==> src/rtl/lcd_arb_pkg.sv <==
// lcd_arb_pkg: command encodings, FSM states and sizing shared by the LCD command arbiter.
package lcd_arb_pkg;

  localparam int IMG_PIX = 36;
  localparam int WIN_PIX = 9;
  localparam int BYTE_W  = 6;
  localparam int BEAT_W  = 4;

  localparam logic [BYTE_W-1:0] BYTE_LAST = BYTE_W'(IMG_PIX - 1);
  localparam logic [BEAT_W-1:0] BEAT_LAST = BEAT_W'(WIN_PIX - 1);

  typedef enum logic [2:0] {
    CMD_REFRESH = 3'd0,
    CMD_LOAD    = 3'd1,
    CMD_RIGHT   = 3'd2,
    CMD_LEFT    = 3'd3,
    CMD_UP      = 3'd4,
    CMD_DOWN    = 3'd5
  } lcd_cmd_e;

  typedef enum logic [2:0] {
    ST_IDLE,
    ST_ISSUE,
    ST_LOAD,
    ST_WAIT_OUT,
    ST_DONE
  } arb_state_e;

  // Codes above DOWN are reserved and get rejected before reaching the controller.
  function automatic logic cmd_legal(input logic [2:0] cmd);
    return cmd <= CMD_DOWN;
  endfunction

  function automatic logic [1:0] req_mask(input logic idx);
    return idx ? 2'b10 : 2'b01;
  endfunction

endpackage

==> src/rtl/lcd_rr_arb2.sv <==
// lcd_rr_arb2: combinational 2-way round-robin picker; the pointer register lives in the parent.
module lcd_rr_arb2
  import lcd_arb_pkg::*;
(
  input  logic [1:0] req,
  input  logic       ptr,
  output logic       gnt_idx,
  output logic       gnt_any
);

  assign gnt_any = |req;
  assign gnt_idx = (req == 2'b11) ? ptr : req[1];

endmodule

==> src/rtl/lcd_cmd_arbiter.sv <==
// lcd_cmd_arbiter: shares one lcd_ctrl datapath between two command requesters.
// Optional readout watchdog is enabled by defining LCD_ARB_TIMEOUT_EN.
module lcd_cmd_arbiter
  import lcd_arb_pkg::*;
(
  input  logic        clk,
  input  logic        reset,
  input  logic [1:0]  req_valid,
  input  logic [5:0]  req_cmd,
  output logic [1:0]  req_ready,
  input  logic [15:0] req_data,
  output logic [1:0]  data_ready,
  output logic [7:0]  rsp_data,
  output logic [1:0]  rsp_valid,
  output logic [1:0]  rsp_err,
  output logic [2:0]  lcd_cmd,
  output logic        lcd_cmd_valid,
  output logic [7:0]  lcd_datain,
  input  logic        lcd_busy,
  input  logic [7:0]  lcd_dataout,
  input  logic        lcd_output_valid
);

  arb_state_e        state, state_nxt;
  logic              ptr, ptr_nxt;
  logic              gnt, gnt_nxt;
  logic [2:0]        cmd_q, cmd_nxt, win_cmd;
  logic [BYTE_W-1:0] byte_cnt, byte_cnt_nxt;
  logic [BEAT_W-1:0] beat_cnt, beat_cnt_nxt;
  logic              arb_idx, arb_any;
  logic [1:0]        req_ready_nxt, data_ready_nxt, rsp_valid_nxt, rsp_err_nxt;
  logic [7:0]        rsp_data_nxt;
  logic [2:0]        lcd_cmd_nxt;
  logic              lcd_cmd_valid_nxt;

  // A request whose accept pulse is on the bus this cycle is being consumed, not re-raised.
  lcd_rr_arb2 u_arb (
    .req     (req_valid & ~req_ready),
    .ptr     (ptr),
    .gnt_idx (arb_idx),
    .gnt_any (arb_any)
  );

  assign win_cmd    = arb_idx ? req_cmd[5:3] : req_cmd[2:0];
  assign lcd_datain = (state == ST_LOAD) ? (gnt ? req_data[15:8] : req_data[7:0]) : 8'h00;

`ifdef LCD_ARB_TIMEOUT_EN
  localparam int TIMEOUT = 255;
  localparam logic [7:0] WDOG_LAST = 8'(TIMEOUT - 1);
  logic [7:0] wdog;
  logic       wdog_fire;

  always_ff @(posedge clk or posedge reset) begin
    if (reset)
      wdog <= '0;
    else if (state != ST_WAIT_OUT && state_nxt == ST_WAIT_OUT)
      wdog <= '0;
    else if (state == ST_WAIT_OUT || state == ST_DONE)
      wdog <= wdog + 8'd1;
  end

  assign wdog_fire = (state == ST_WAIT_OUT || state == ST_DONE) && (wdog == WDOG_LAST);
`endif

  always_comb begin
    state_nxt         = state;
    ptr_nxt           = ptr;
    gnt_nxt           = gnt;
    cmd_nxt           = cmd_q;
    byte_cnt_nxt      = byte_cnt;
    beat_cnt_nxt      = beat_cnt;
    req_ready_nxt     = '0;
    data_ready_nxt    = '0;
    rsp_valid_nxt     = '0;
    rsp_err_nxt       = '0;
    rsp_data_nxt      = rsp_data;
    lcd_cmd_nxt       = '0;
    lcd_cmd_valid_nxt = 1'b0;
    unique case (state)
      ST_IDLE: begin
        if (!lcd_busy && arb_any) begin
          gnt_nxt       = arb_idx;
          cmd_nxt       = win_cmd;
          req_ready_nxt = req_mask(arb_idx);
          if (cmd_legal(win_cmd)) begin
            state_nxt         = ST_ISSUE;
            lcd_cmd_nxt       = win_cmd;
            lcd_cmd_valid_nxt = 1'b1;
          end else begin
            rsp_err_nxt = req_mask(arb_idx);
            ptr_nxt     = ~arb_idx;
          end
        end
      end
      ST_ISSUE: begin
        byte_cnt_nxt = '0;
        beat_cnt_nxt = '0;
        if (cmd_q == CMD_LOAD) begin
          state_nxt      = ST_LOAD;
          data_ready_nxt = req_mask(gnt);
        end else begin
          state_nxt = ST_WAIT_OUT;
        end
      end
      ST_LOAD: begin
        if (byte_cnt == BYTE_LAST) begin
          state_nxt = ST_WAIT_OUT;
        end else begin
          byte_cnt_nxt   = byte_cnt + 1'b1;
          data_ready_nxt = req_mask(gnt);
        end
      end
      ST_WAIT_OUT: begin
        if (lcd_output_valid) begin
          rsp_valid_nxt = req_mask(gnt);
          rsp_data_nxt  = lcd_dataout;
          if (beat_cnt == BEAT_LAST)
            state_nxt = ST_DONE;
          else
            beat_cnt_nxt = beat_cnt + 1'b1;
        end
      end
      ST_DONE: begin
        if (!lcd_busy) begin
          state_nxt = ST_IDLE;
          ptr_nxt   = ~gnt;
        end
      end
      default: state_nxt = ST_IDLE;
    endcase
`ifdef LCD_ARB_TIMEOUT_EN
    if (wdog_fire) begin
      state_nxt   = ST_IDLE;
      ptr_nxt     = ~gnt;
      rsp_err_nxt = req_mask(gnt);
    end
`endif
  end

  always_ff @(posedge clk or posedge reset) begin
    if (reset) begin
      state         <= ST_IDLE;
      ptr           <= 1'b0;
      gnt           <= 1'b0;
      cmd_q         <= '0;
      byte_cnt      <= '0;
      beat_cnt      <= '0;
      req_ready     <= '0;
      data_ready    <= '0;
      rsp_valid     <= '0;
      rsp_err       <= '0;
      rsp_data      <= '0;
      lcd_cmd       <= '0;
      lcd_cmd_valid <= 1'b0;
    end else begin
      state         <= state_nxt;
      ptr           <= ptr_nxt;
      gnt           <= gnt_nxt;
      cmd_q         <= cmd_nxt;
      byte_cnt      <= byte_cnt_nxt;
      beat_cnt      <= beat_cnt_nxt;
      req_ready     <= req_ready_nxt;
      data_ready    <= data_ready_nxt;
      rsp_valid     <= rsp_valid_nxt;
      rsp_err       <= rsp_err_nxt;
      rsp_data      <= rsp_data_nxt;
      lcd_cmd       <= lcd_cmd_nxt;
      lcd_cmd_valid <= lcd_cmd_valid_nxt;
    end
  end

endmodule

==> config.mk <==
export PLATFORM = sky130hd
export DESIGN_NAME = lcd_cmd_arbiter
export DESIGN_NICKNAME = d
export VERILOG_FILES = /design/src/rtl/lcd_arb_pkg.sv /design/src/rtl/lcd_rr_arb2.sv /design/src/rtl/lcd_cmd_arbiter.sv
export SDC_FILE = /design/constraint.sdc
export NUM_CORES = 1
export LEC_CHECK = 0
export CAP_MARGIN = 30
export CORE_ASPECT_RATIO = 1.4
export CORE_MARGIN = 2
export CORE_UTILIZATION = 45
export CTS_CLUSTER_SIZE = 40
export DETAILED_ROUTE_END_ITERATION = 6
export GPL_ROUTABILITY_DRIVEN = 0
export PLACE_DENSITY = 0.79
export SLEW_MARGIN = 0
export SYNTH_ARGS = -nofsm -noshare
export SYNTH_HDL_FRONTEND = slang
export SYNTH_SLANG_ARGS = --single-unit
export TNS_END_PERCENT = 20
==> constraint.sdc <==
create_clock -name clk -period 2 [get_ports clk]
set_input_delay 0.4 -clock clk [delete_from_list [all_inputs] [get_ports clk]]
set_output_delay 0.4 -clock clk [all_outputs]
set_load 0.05 [all_outputs]
==> metrics.md, run 1 <==
| Metric | Value |
|---|---|
| Status | `completed` |
| Post-CTS setup buffers | `0` |
| Root Driver | `clkbuf_8` |
| Top sig layer | `met4` |
| Vias post-DR | `1621` |
| Post-synth ARST share | `1.00` |
| CTS tree | `yes` |
| Mapped Area | `1910 µm²` |
| Fin crit share | `0.968` |
| Crit-path leading delay family | `simple AND/OR/NAND/NOR gates` |
| Critical path's slowest cell | `or3b_4` |
| Post-synth EDFFs | `0` |
| Most common cell after layout, fill and taps aside | `clkdlybuf4s50_1` |
| FP Rows | `28` |
| Global route overflow | `0` |
| Die Y | `81.1 µm` |
| Reg2Reg Launch Point | `state[2]` |
| Net Count, Synth | `227` |
| Placed inst area | `2730 µm²` |
| WL met2 | `2.27 mm` |
| Per-cell routed wire length | `13.7 µm` |
| Cell taking the most area after synthesis | `dfrtp_1` |
| Drt drc | `0` |
| Cells along the critical path | `or3b_4, nor2_1, buf_12` |
| Worst ir drop on vdd | `0.711 mV` |
| Inserted Diodes | `0` |
| Max frequency | `517 MHz` |
| Area Overhead vs Synth | `47.9%` |
| Via-to-Cell Ratio | `5.26` |
| Leak | `1.23 nW` |
| DR iter-0 viols | `52` |
| CP bufs+invs | `1` |
| CP Class | `flop to primary output` |
| First-pass GRT wire length | `6.87 mm` |
| Synth cell types | `40` |
| PwrDens | `1320 nW/µm²` |
| Hold_buf cts | `0` |
| Final hold vios | `0` |
| Total core area | `4170 µm²` |
| Yosys warning total | `0` |
| Chip width | `59.1 µm` |
| CP Data Arrival Time | `1.54 ns` |
| Mapped Cells | `188` |
| GRT Resource Usage Total | `0.188` |
| Crit-path max FO | `10` |
| Vias in the first global route | `1532` |
| Total Die Area | `4790 µm²` |
| WL met1 | `1.72 mm` |
| Worst min-delay path startpoint | `cmd_q[2]` |
| Max-cap viol count | `0` |
| PortBufs | `63` |
| Skew-Pair Late Insertion Delay | `0.28 ns` |
| CP max stage delay | `0.47 ns` |
| Slew Limit Headroom | `0.652` |
| Crit. End Element | `primary output` |
| Seq/Total Area, Yosys | `0.498` |
| Layout cell share with drive strength beyond 1 | `0.152` |
| CTS clk-pin slew, worst paths | `0.07 ns` |
| Fill count | `330` |
| DRT Pass-1 Iters | `4` |
| Unrepaired setup endpoints after global routing | `yes` |
| Nets@finish | `301` |
| Initial antenna violation count | `0` |
| Final number of max-transition violations | `0` |
| Syn_area_per_cell | `10.2 µm²` |
| Crit path launch | `state[2]` |
| Final Skew | `0.00307 ns` |
| H-tree levels | `2` |
| Initial Util | `0.458` |
| Top-level I/O count | `64` |
| Synth Register Bits | `38` |
| Max clock buf depth | `2` |
| Final WL | `4.23 mm` |
| Tmin final | `1.94 ns` |
| CP Launch Type | `flop` |
| Largest net degree at the start of global routing | `39` |
| Antenna Nets Post-Route | `0` |
| Metal3 WL | `169 µm` |
| Detailed Place HPWL | `3.26 mm` |
| Ys flop type | `dfrtp_1` |
| Final Setup Violations | `0` |
| HP Class | `flop to flop` |
| Top cell type's share of synthesized area | `0.498` |
| # clock sinks | `38` |
| Final Cell Area | `2830 µm²` |
| Reg2reg setup slack | `0.24 ns` |
| Area contributors post-synth | `dfrtp_1 50%, mux2i_1 6.3%, mux2_2 4.7%` |
| Most frequent cells in the layout | `55 x clkdlybuf4s50_1, 38 x dfrtp_1, 24 x nor2_1` |
| Cts bufs inserted | `5` |
| CP required | `1.60 ns` |
| Tightest Pin Transition | `0.520 ns` |
| Setup TNS | `0 ns` |
## layer usage
metal / track usage / vias up
met2: 0.329 / 40
met1: 0.215 / 773
met5: 0 / -
li1: - / 801
met4: 0.0773 / 0
met3: 0.0462 / 7
## logic make-up (layout without fill, tap and decap cells)
logic type / count (synthesis) / after routing / share of synthesized area
flip-flops: 38 / 38 / 0.498
AO/OA/AOI/OAI: 30 / 30 / 0.107
AND/OR/NAND/NOR: 76 / 76 / 0.209
buffers and inverters: 17 / 92 / 0.0380
multiplexers: 20 / 20 / 0.110
XOR/XNOR: 4 / 4 / 0.0183
adder cells (fa/ha/maj): 3 / 3 / 0.0196
## report_power, final
group          switching (mW)  leakage [nW]  internal [mW]
Sequential              0.147         0.481          0.996
Combinational            1.18         0.702          0.870
Clock                   0.253        0.0482          0.278
## synth_stat cells, drive strengths merged, types with 5 or more instances
library cell  instances
dfrtp                38
nor2                 24
nand2                15
mux2i                12
o21ai                11
inv                   8
mux2                  8
a21oi                 7
buf                   6
nor3                  6
nand3                 5
## path summary, 6_finish.rpt
path,to,cells past startpoint
worst min register to register,cmd_q[2],2
max in group asynchronous,rsp_data[5],3
min in group asynchronous,rsp_valid[1],3
worst max-delay path,lcd_datain[4],3
worst min-delay path,cmd_q[2],2
worst max register to register,rsp_err[0],5
## layout make-up
class                   count  area [µm²]  area share
repair buffers             76         808       0.286
flip-flops and latches     38         951       0.336
clock inverters             1        5.00     0.00177
inverters                   8        30.0      0.0106
well taps                  45        56.3      0.0199
multi-input cells         133         890       0.315
clock buffers               7        86.3      0.0305
## registers in the layout, summed over array words and instances, names as in the netlist
name           count
rsp_data           8
byte_cnt           6
beat_cnt           4
cmd_q              3
lcd_cmd            3
state              3
data_ready         2
req_ready          2
rsp_err            2
rsp_valid          2
gnt                1
lcd_cmd_valid      1
ptr                1
## worst min-delay path: stages (launching register included)
cell and delay [ns]:
dfrtp_1 0.34, nand2_1 0.05, o21ai_1 0.07
## stage by stage
stage / worst slack (ns) / power (mW) / hold slack (ns) / util / cells
2_1_floorplan: 0.0340 / 2.46 / 0.455 / - / 188
3_3_place_gp: -0.109 / 3.17 / 0.467 / 0.655 / 300
3_5_place_dp: -0.132 / 3.21 / 0.480 / 0.655 / 300
4_1_cts: 0.0313 / 3.77 / 0.498 / 0.678 / 308
5_1_grt: -0.00581 / 3.97 / 0.520 / 0.678 / 308
6_report: 0.0647 / 3.73 / 0.494 / 0.678 / 308
## repair_timing
action                                  in CTS  in global routing
gates resized for setup                      1                  0
pin swaps                                    0                  0
endpoints found under the setup margin       8                  2
Power figures use the tool's default switching activity.
==> run 2, diff against run 1 <==
Settings changed: GPL_TIMING_DRIVEN set to 0, PLACE_DENSITY 0.79 to 0.88.
==> run 2 against run 1 <==
Total power decreased by 1.8%. First-iteration DRC count decreased by 27%. Global-route usage decreased by 0.20 points. Combinational power decreased by 4%. Clock power increased by 0.9%. Clock skew increased by 0.0011 ns. Hold slack improved by 0.0019 ns. Sequential power about the same. Critical endpoint is now lcd_datain[0]. Highest routed layer unchanged.
==> metrics.md, run 2 (synthesis gave the netlist of run 1 again) <==
| Metric | Value |
|---|---|
| Status | `completed` |
| Largest net degree at the start of global routing | `39 (unchanged)` |
| Crit-path max FO | `10 (unchanged)` |
| Crit. End Element | `primary output` |
| Initial Util | `0.458 (unchanged)` |
| Inserted Diodes | `0 (unchanged)` |
| Initial antenna violation count | `0 (unchanged)` |
| Tightest Pin Transition | `0.772 ns (+0.252 ns)` |
| Slew Limit Headroom | `0.484 (-0.168)` |
| Antenna Nets Post-Route | `0 (unchanged)` |
| Final WL | `4.42 mm (+4.4%)` |
| Vias post-DR | `1617 (-0.25%)` |
| Cts bufs inserted | `5 (unchanged)` |
| Top Registers | `rsp_data: 8 flops, byte_cnt: 6 flops, beat_cnt: 4 flops` |
| Final Setup Violations | `0 (unchanged)` |
| First-pass GRT wire length | `6.78 mm (-1.3%)` |
| Reg area | `951 µm² (unchanged)` |
| CTS tree | `yes` |
| Most frequent cells in the layout | `54 x clkdlybuf4s50_1, 38 x dfrtp_1, 19 x nor2_1` |
| Largest Register | `rsp_data` |
| Leak | `1.18 nW (-4.2%)` |
| HP Class | `flop to flop` |
| Most common cell after layout, fill and taps aside | `clkdlybuf4s50_1` |
| Max-cap viol count | `0 (unchanged)` |
| CP max stage delay | `0.40 ns (-0.07 ns)` |
| Max FFs per register | `8 (unchanged)` |
| H-tree levels | `2 (unchanged)` |
| Total Die Area | `4790 µm² (unchanged)` |
| Worst hold margin | `0.496 ns (+0.00193 ns)` |
| Global route overflow | `0 (unchanged)` |
| Detailed Place HPWL | `3.20 mm (-1.9%)` |
| Skew-Pair Late Insertion Delay | `0.28 ns (about the same)` |
| Max clock buf depth | `2 (unchanged)` |
| DRT Pass-1 Iters | `4 (unchanged)` |
| Top-level I/O count | `64 (unchanged)` |
| Layout cell share with drive strength beyond 1 | `0.154 (+0.00235)` |
| GRT Resource Usage Total | `0.186 (-0.00198)` |
| CP Class | `flop to primary output` |
| Chip width | `59.1 µm (unchanged)` |
| Via-to-Cell Ratio | `5.32 (+1.1%)` |
| DR iter-0 viols | `38 (-27%)` |
| Tmin final | `1.95 ns (+0.0162 ns)` |
| Drt drc | `0 (unchanged)` |
| Vias in the first global route | `1562 (+2.0%)` |
| Post-route setup slack | `0.0484 ns (-0.0162 ns)` |
| Critical path's slowest cell | `dfrtp_1` |
| Final number of max-transition violations | `0 (unchanged)` |
| PortBufs | `62 (-1.6%)` |
| Root Driver | `clkbuf_8` |
| CTS clk-pin slew, worst paths | `0.07 ns (about the same)` |
| CP Data Arrival Time | `1.55 ns (about the same)` |
| Nets@finish | `297 (-1.3%)` |
| CP Launch Type | `flop` |
| FP Rows | `28 (unchanged)` |
| CP dominant cell by count | `buf_6` |
| Hold_buf cts | `0 (unchanged)` |
| Worst ir drop on vdd | `0.933 mV (+31%)` |
| Multi-input logic area | `902 µm² (+1.4%)` |
| Pre-CTS setup slack | `-0.438 ns (-0.306 ns)` |
| Fin util | `0.653 (-0.0252)` |
| Final Skew | `0.00412 ns (+0.00105 ns)` |
| Die Y | `81.1 µm (unchanged)` |
| CP required | `1.60 ns (about the same)` |
| Unrepaired setup endpoints after global routing | `no` |
| PwrDens | `1350 nW/µm² (+2.0%)` |
| Fin crit share | `0.976 (+0.00812)` |
| Total core area | `4170 µm² (unchanged)` |
| Final hold vios | `0 (unchanged)` |
| Cells along the critical path | `or3b_4, buf_6, nor2_1, buf_6` |
| Max frequency | `512 MHz (-0.83%)` |
| Area Overhead vs Synth | `42.4%` |
| # clock sinks | `38 (unchanged)` |
| Fill count | `328 (-0.61%)` |
| Per-cell routed wire length | `14.5 µm (+5.8%)` |
## run 2: changes by cell type in the layout (fill, tap and decap cells not counted), sizes merged
cell and change:
clkbuf +3, buf -6, clkdlybuf4s50 -1
## run 2: final timing paths
path	start	end	slack, ns	depth (start not counted)
max	state[0]	lcd_datain[0]	0.05	4
min	cmd_q[0]	cmd_q[0]	0.50	2
max reg2reg	state[0]	rsp_data[3]	0.16	4
min reg2reg	cmd_q[0]	cmd_q[0]	0.50	2
max in group asynchronous	reset	rsp_data[2]	0.93	2
min in group asynchronous	reset	cmd_q[2]	0.58	2
## run 2: per-layer routing
metal	part of all wire	global-route usage
met2	0.54	0.340
met4	0.027	0.0705
met5	0	0
met3	0.022	0.0398
met1	0.41	0.206
## run 2: report_power, final
part           internal [mW]  switching, mW  leakage (nW)
Clock                  0.278          0.258        0.0482
Combinational          0.784           1.19         0.651
Sequential             0.996          0.155         0.481
Total                   2.06           1.60          1.18
## run 2: per-stage QoR
stage | setup TNS (ns) | total power, mW | area (µm²) | cells
global route | 0 | 3.87 | 2720 | 304
floorplan | 0 | 2.46 | 1910 | 188
finish | 0 | 3.66 | 2720 | 304
CTS | 0 | 3.62 | 2690 | 304
global placement | -6.74 | 2.99 | 2590 | 295
detailed placement | -4.08 | 3.04 | 2590 | 295
## run 2: cell type report
class | instances | area share
Multi-Input combinational cell | 133 | 0.331
Timing Repair Buffer | 63 | 0.234
Inverter | 8 | 0.0110
Clock inverter | 1 | 0.00184
Sequential cell | 38 | 0.349
Buffer | 9 | 0.0193
Clock buffer | 7 | 0.0317
Tap cell | 45 | 0.0207
## run 2: what timing repair did
action,CTS,global route
pin swaps,0,1
buffers inserted,1,0
endpoints found under the setup margin,8,8
hold endpoints to repair,0,0
resized for setup,57,10
## run 2: worst max-delay path, delay by kind of cell, from the launching register on
family	cells	cell delay, ns
simple gates	2	0.53
buf+inv	2	0.34
flops	1	0.40
==> run 3, diff against run 2 <==
Settings changed: ABC_AREA set to 1, PLACE_DENSITY 0.88 to 0.89.
==> run 3 against run 2 <==
Maximum frequency is 3.2% higher. Total power is 12% higher. Largest power group unchanged. Non-clock buffer count is 7 lower. Largest cell class unchanged.
==> metrics.md, run 3 <==
| Metric | Value |
|---|---|
| Setup TNS | `0 ns (unchanged)` |
| Worst hold margin | `0.494 ns (-0.00170 ns)` |
| FP Rows | `27 (-3.6%)` |
| Final hold vios | `0 (unchanged)` |
| HP Class | `flop to flop` |
| Unrepaired setup endpoints after global routing | `no` |
| Most frequent cells in the layout | `59 x nand2_1, 55 x clkdlybuf4s50_1, 37 x dfrtp_1` |
| Synth Register Bits | `38 (unchanged)` |
| Switching pwr | `1.94 mW (+21%)` |
| Post-synthesis mux area share | `0.0487 (-0.0613)` |
| Fin crit share | `0.946 (-0.0299)` |
| Layout cell share with drive strength beyond 1 | `0.130 (-0.0242)` |
| DR iter-0 viols | `44 (+16%)` |
| Nets@finish | `322 (+8.4%)` |
| Final number of max-transition violations | `0 (unchanged)` |
| Detailed Place HPWL | `3.39 mm (+5.9%)` |
| CP Class | `flop to primary output` |
| H-tree levels | `2 (unchanged)` |
| Reg2reg setup slack | `0.38 ns (+0.22 ns)` |
| Max clock buf depth | `2 (unchanged)` |
| Syn_area_per_cell | `8.64 µm² (-15%)` |
| CP Data Arrival Time | `1.49 ns (-0.06 ns)` |
| Global route overflow | `0 (unchanged)` |
| Initial Util | `0.468 (+0.00959)` |
| Worst min-delay path startpoint | `ptr` |
| Chip width | `58.2 µm (-1.5%)` |
| Cts bufs inserted | `5 (unchanged)` |
| Synth cell types | `26 (-35%)` |
| Via-to-Cell Ratio | `5.01 (-5.9%)` |
| Final Skew | `0.00454 ns (+0.000417 ns)` |
| GRT Resource Usage Total | `0.198 (+0.0120)` |
| Crit-path max FO | `11 (+1)` |
| Tmin final | `1.89 ns (-0.0598 ns)` |
| CTS tree | `yes` |
| Setup crit end | `lcd_datain[6]` |
| Total core area | `3950 µm² (-5.2%)` |
| Reg2reg end | `data_ready[1]` |
| Slew Limit Headroom | `0.482 (-0.00272)` |
| Area Overhead vs Synth | `42.1%` |
| PortBufs | `63 (+1.6%)` |
| Worst ir drop on vdd | `1.11 mV (+19%)` |
| Largest Register | `rsp_data` |
| Initial antenna violation count | `0 (unchanged)` |
| # clock sinks | `38 (unchanged)` |
| Main combinational cell family by area after synthesis | `simple AND/OR/NAND/NOR gates` |
| Antenna Nets Post-Route | `0 (unchanged)` |
| Vias post-DR | `1637 (+1.2%)` |
| Total Die Area | `4650 µm² (-3.0%)` |
| Net Count, Synth | `253 (+11%)` |
| Mapped Cells | `214 (+14%)` |
| Final Cell Area | `2630 µm² (-3.4%)` |
| Ys flop type | `dfrtp_1` |
| Yosys warning total | `0 (unchanged)` |
| Max frequency | `529 MHz (+3.2%)` |
| CP required | `1.60 ns (about the same)` |
| Drt drc | `0 (unchanged)` |
| Top Registers | `rsp_data: 8 flops, byte_cnt: 6 flops, beat_cnt: 4 flops` |
| Sequential power share | `0.297 (-0.017)` |
| Inserted Diodes | `0 (unchanged)` |
| Cell taking the most area after synthesis | `dfrtp_1` |
| Tightest Pin Transition | `0.776 ns (+0.00407 ns)` |
| Reg2Reg Launch Point | `state[2]` |
| Max FFs per register | `8 (unchanged)` |
| Fill count | `310 (-5.5%)` |
| Hold path depth | `2 (unchanged)` |
| Crit path launch | `state[2]` |
| Status | `completed` |
| Die Y | `79.9 µm (-1.5%)` |
| Placed inst area | `2530 µm² (-2.1%)` |
| Post-Synth Simple-Gate Area | `0.244 (+0.0353)` |
| Post-synth EDFFs | `0 (unchanged)` |
| DRT Pass-1 Iters | `5 (+1)` |
| Vias in the first global route | `1596 (+2.2%)` |
| Synth Area in XOR/XNOR | `0.0237 (+0.00534)` |
| Final WL | `4.35 mm (-1.5%)` |
| Multi-input logic area | `778 µm² (-14%)` |
| Most common cell after layout, fill and taps aside | `nand2_1` |
| Largest net degree at the start of global routing | `39 (unchanged)` |
| Area contributors post-synth | `dfrtp_1 51%, nand2_1 12%, inv_1 5.5%` |
| Clk pwr share | `0.152 (+0.006)` |
| Crit. End Element | `primary output` |
| Top-level I/O count | `64 (unchanged)` |
| Leak | `1.26 nW (+6.9%)` |
| Synth cell count leaders | `59 x nand2_1, 38 x dfrtp_1, 27 x inv_1, 15 x nand3_1, 14 x nor2_1` |
| Root Driver | `clkbuf_8` |
| Seq/Total Area, Yosys | `0.514 (+0.0165)` |
| CTS clk-pin slew, worst paths | `0.07 ns (about the same)` |
| Synth Area in Adders | `0.0203 (+0.000651)` |
| Max-cap viol count | `0 (unchanged)` |
| Per-cell routed wire length | `13.3 µm (-8.4%)` |
| Final Setup Violations | `0 (unchanged)` |
| Total power | `4.10 mW (+12%)` |
| Post-synth ARST share | `1.00 (unchanged)` |
| PwrDens | `1560 nW/µm² (+16%)` |
| Combinational power share | `0.551 (+0.012)` |
| CP Launch Type | `flop` |
| Top-count cell post-synth | `nand2_1` |
| Skew-Pair Late Insertion Delay | `0.29 ns (about the same)` |
| R2R cell count | `6 (+2)` |
| Sw Share | `0.473 (+0.0351)` |
| Reg area | `952 µm² (+0.13%)` |
| Mapped Area | `1850 µm² (-3.2%)` |
| Pint | `2.16 mW (+5.1%)` |
| First-pass GRT wire length | `6.94 mm (+2.5%)` |
| Compound-Gate Fraction of Synth Area | `0.0839 (-0.0235)` |
| Top cell type's share of synthesized area | `0.514 (+0.0165)` |
==> run 3: cell types whose count changed in the layout (fill, tap and decap cells not counted), sizes merged, moves of 6 or more <==
cell	delta
buf	-6
nand3	+10
nand2	+46
inv	+21
nor2	-10
mux2i	-12
==> run 3: per-layer routing <==
metal,vias to the layer above,routed length (µm),global-route usage
met4,0,90,0.0930
met3,8,65,0.0308
met5,-,0,0
met1,787,1670,0.218
li1,825,-,-
met2,17,2530,0.361
==> run 3: worst min path at each step <==
stage	to	slack, ns
after floorplan	ptr	0.44
after global placement	ptr	0.46
after detailed placement	ptr	0.48
after CTS	ptr	0.49
after global routing	ptr	0.52
final	ptr	0.49
==> run 3: final cells by class <==
cell class	instances	share of cell area
Multi-Input combinational cell	144	0.296
Buffer	1	0.00190
Clock buffer	5	0.0262
Sequential cell	38	0.362
Timing Repair Buffer	64	0.235
Clock inverter	3	0.0152
Tap cell	43	0.0205
Inverter	29	0.0424
==> run 3: kinds of logic (layout without fill, tap and decap cells) <==
| group | after synthesis | in the layout |
|---|---|---|
| and+or+nand+nor | 101 | 101 |
| muxes | 8 | 8 |
| buffers and inverters | 32 | 102 |
| AOI/OAI and AO/OA | 27 | 27 |
| xor gates and xnor gates | 5 | 5 |
| adders and majority gates | 3 | 3 |
| DFF | 38 | 38 |
==> run 3: through the flow <==
step	std cells	setup WS [ns]	util
finish	327	0.108	0.665
global route	327	0.00491	0.665
CTS	327	0.0725	0.664
detailed placement	320	-0.521	0.641
global placement	320	-0.510	0.641
floorplan	214	-0.134	-
==> run 3: timing repair <==
action | 4_1_cts | 5_1_grt
setup buffers | 1 | 0
resized for setup | 49 | 4
endpoints found under the setup margin | 8 | 7
pin swaps | 1 | 1
hold buffers | 0 | 0
endpoints found under the hold margin | 0 | 0
==> run 3: power groups by stage <==
stage	Clock [mW]	Combinational, mW	Sequential [mW]
after floorplan	0	1.17	1.62
after global placement	0	2.21	1.22
after detailed placement	0	2.25	1.23
after CTS	0.634	2.26	1.22
after global routing	0.675	2.45	1.25
final	0.624	2.26	1.22
==> run 3: critical path: stages, from the launching register on <==
cell	delay, ns
dfrtp_2	0.47
nor3_4	0.26
inv_4	0.10
a21oi_1	0.15
buf_4	0.22
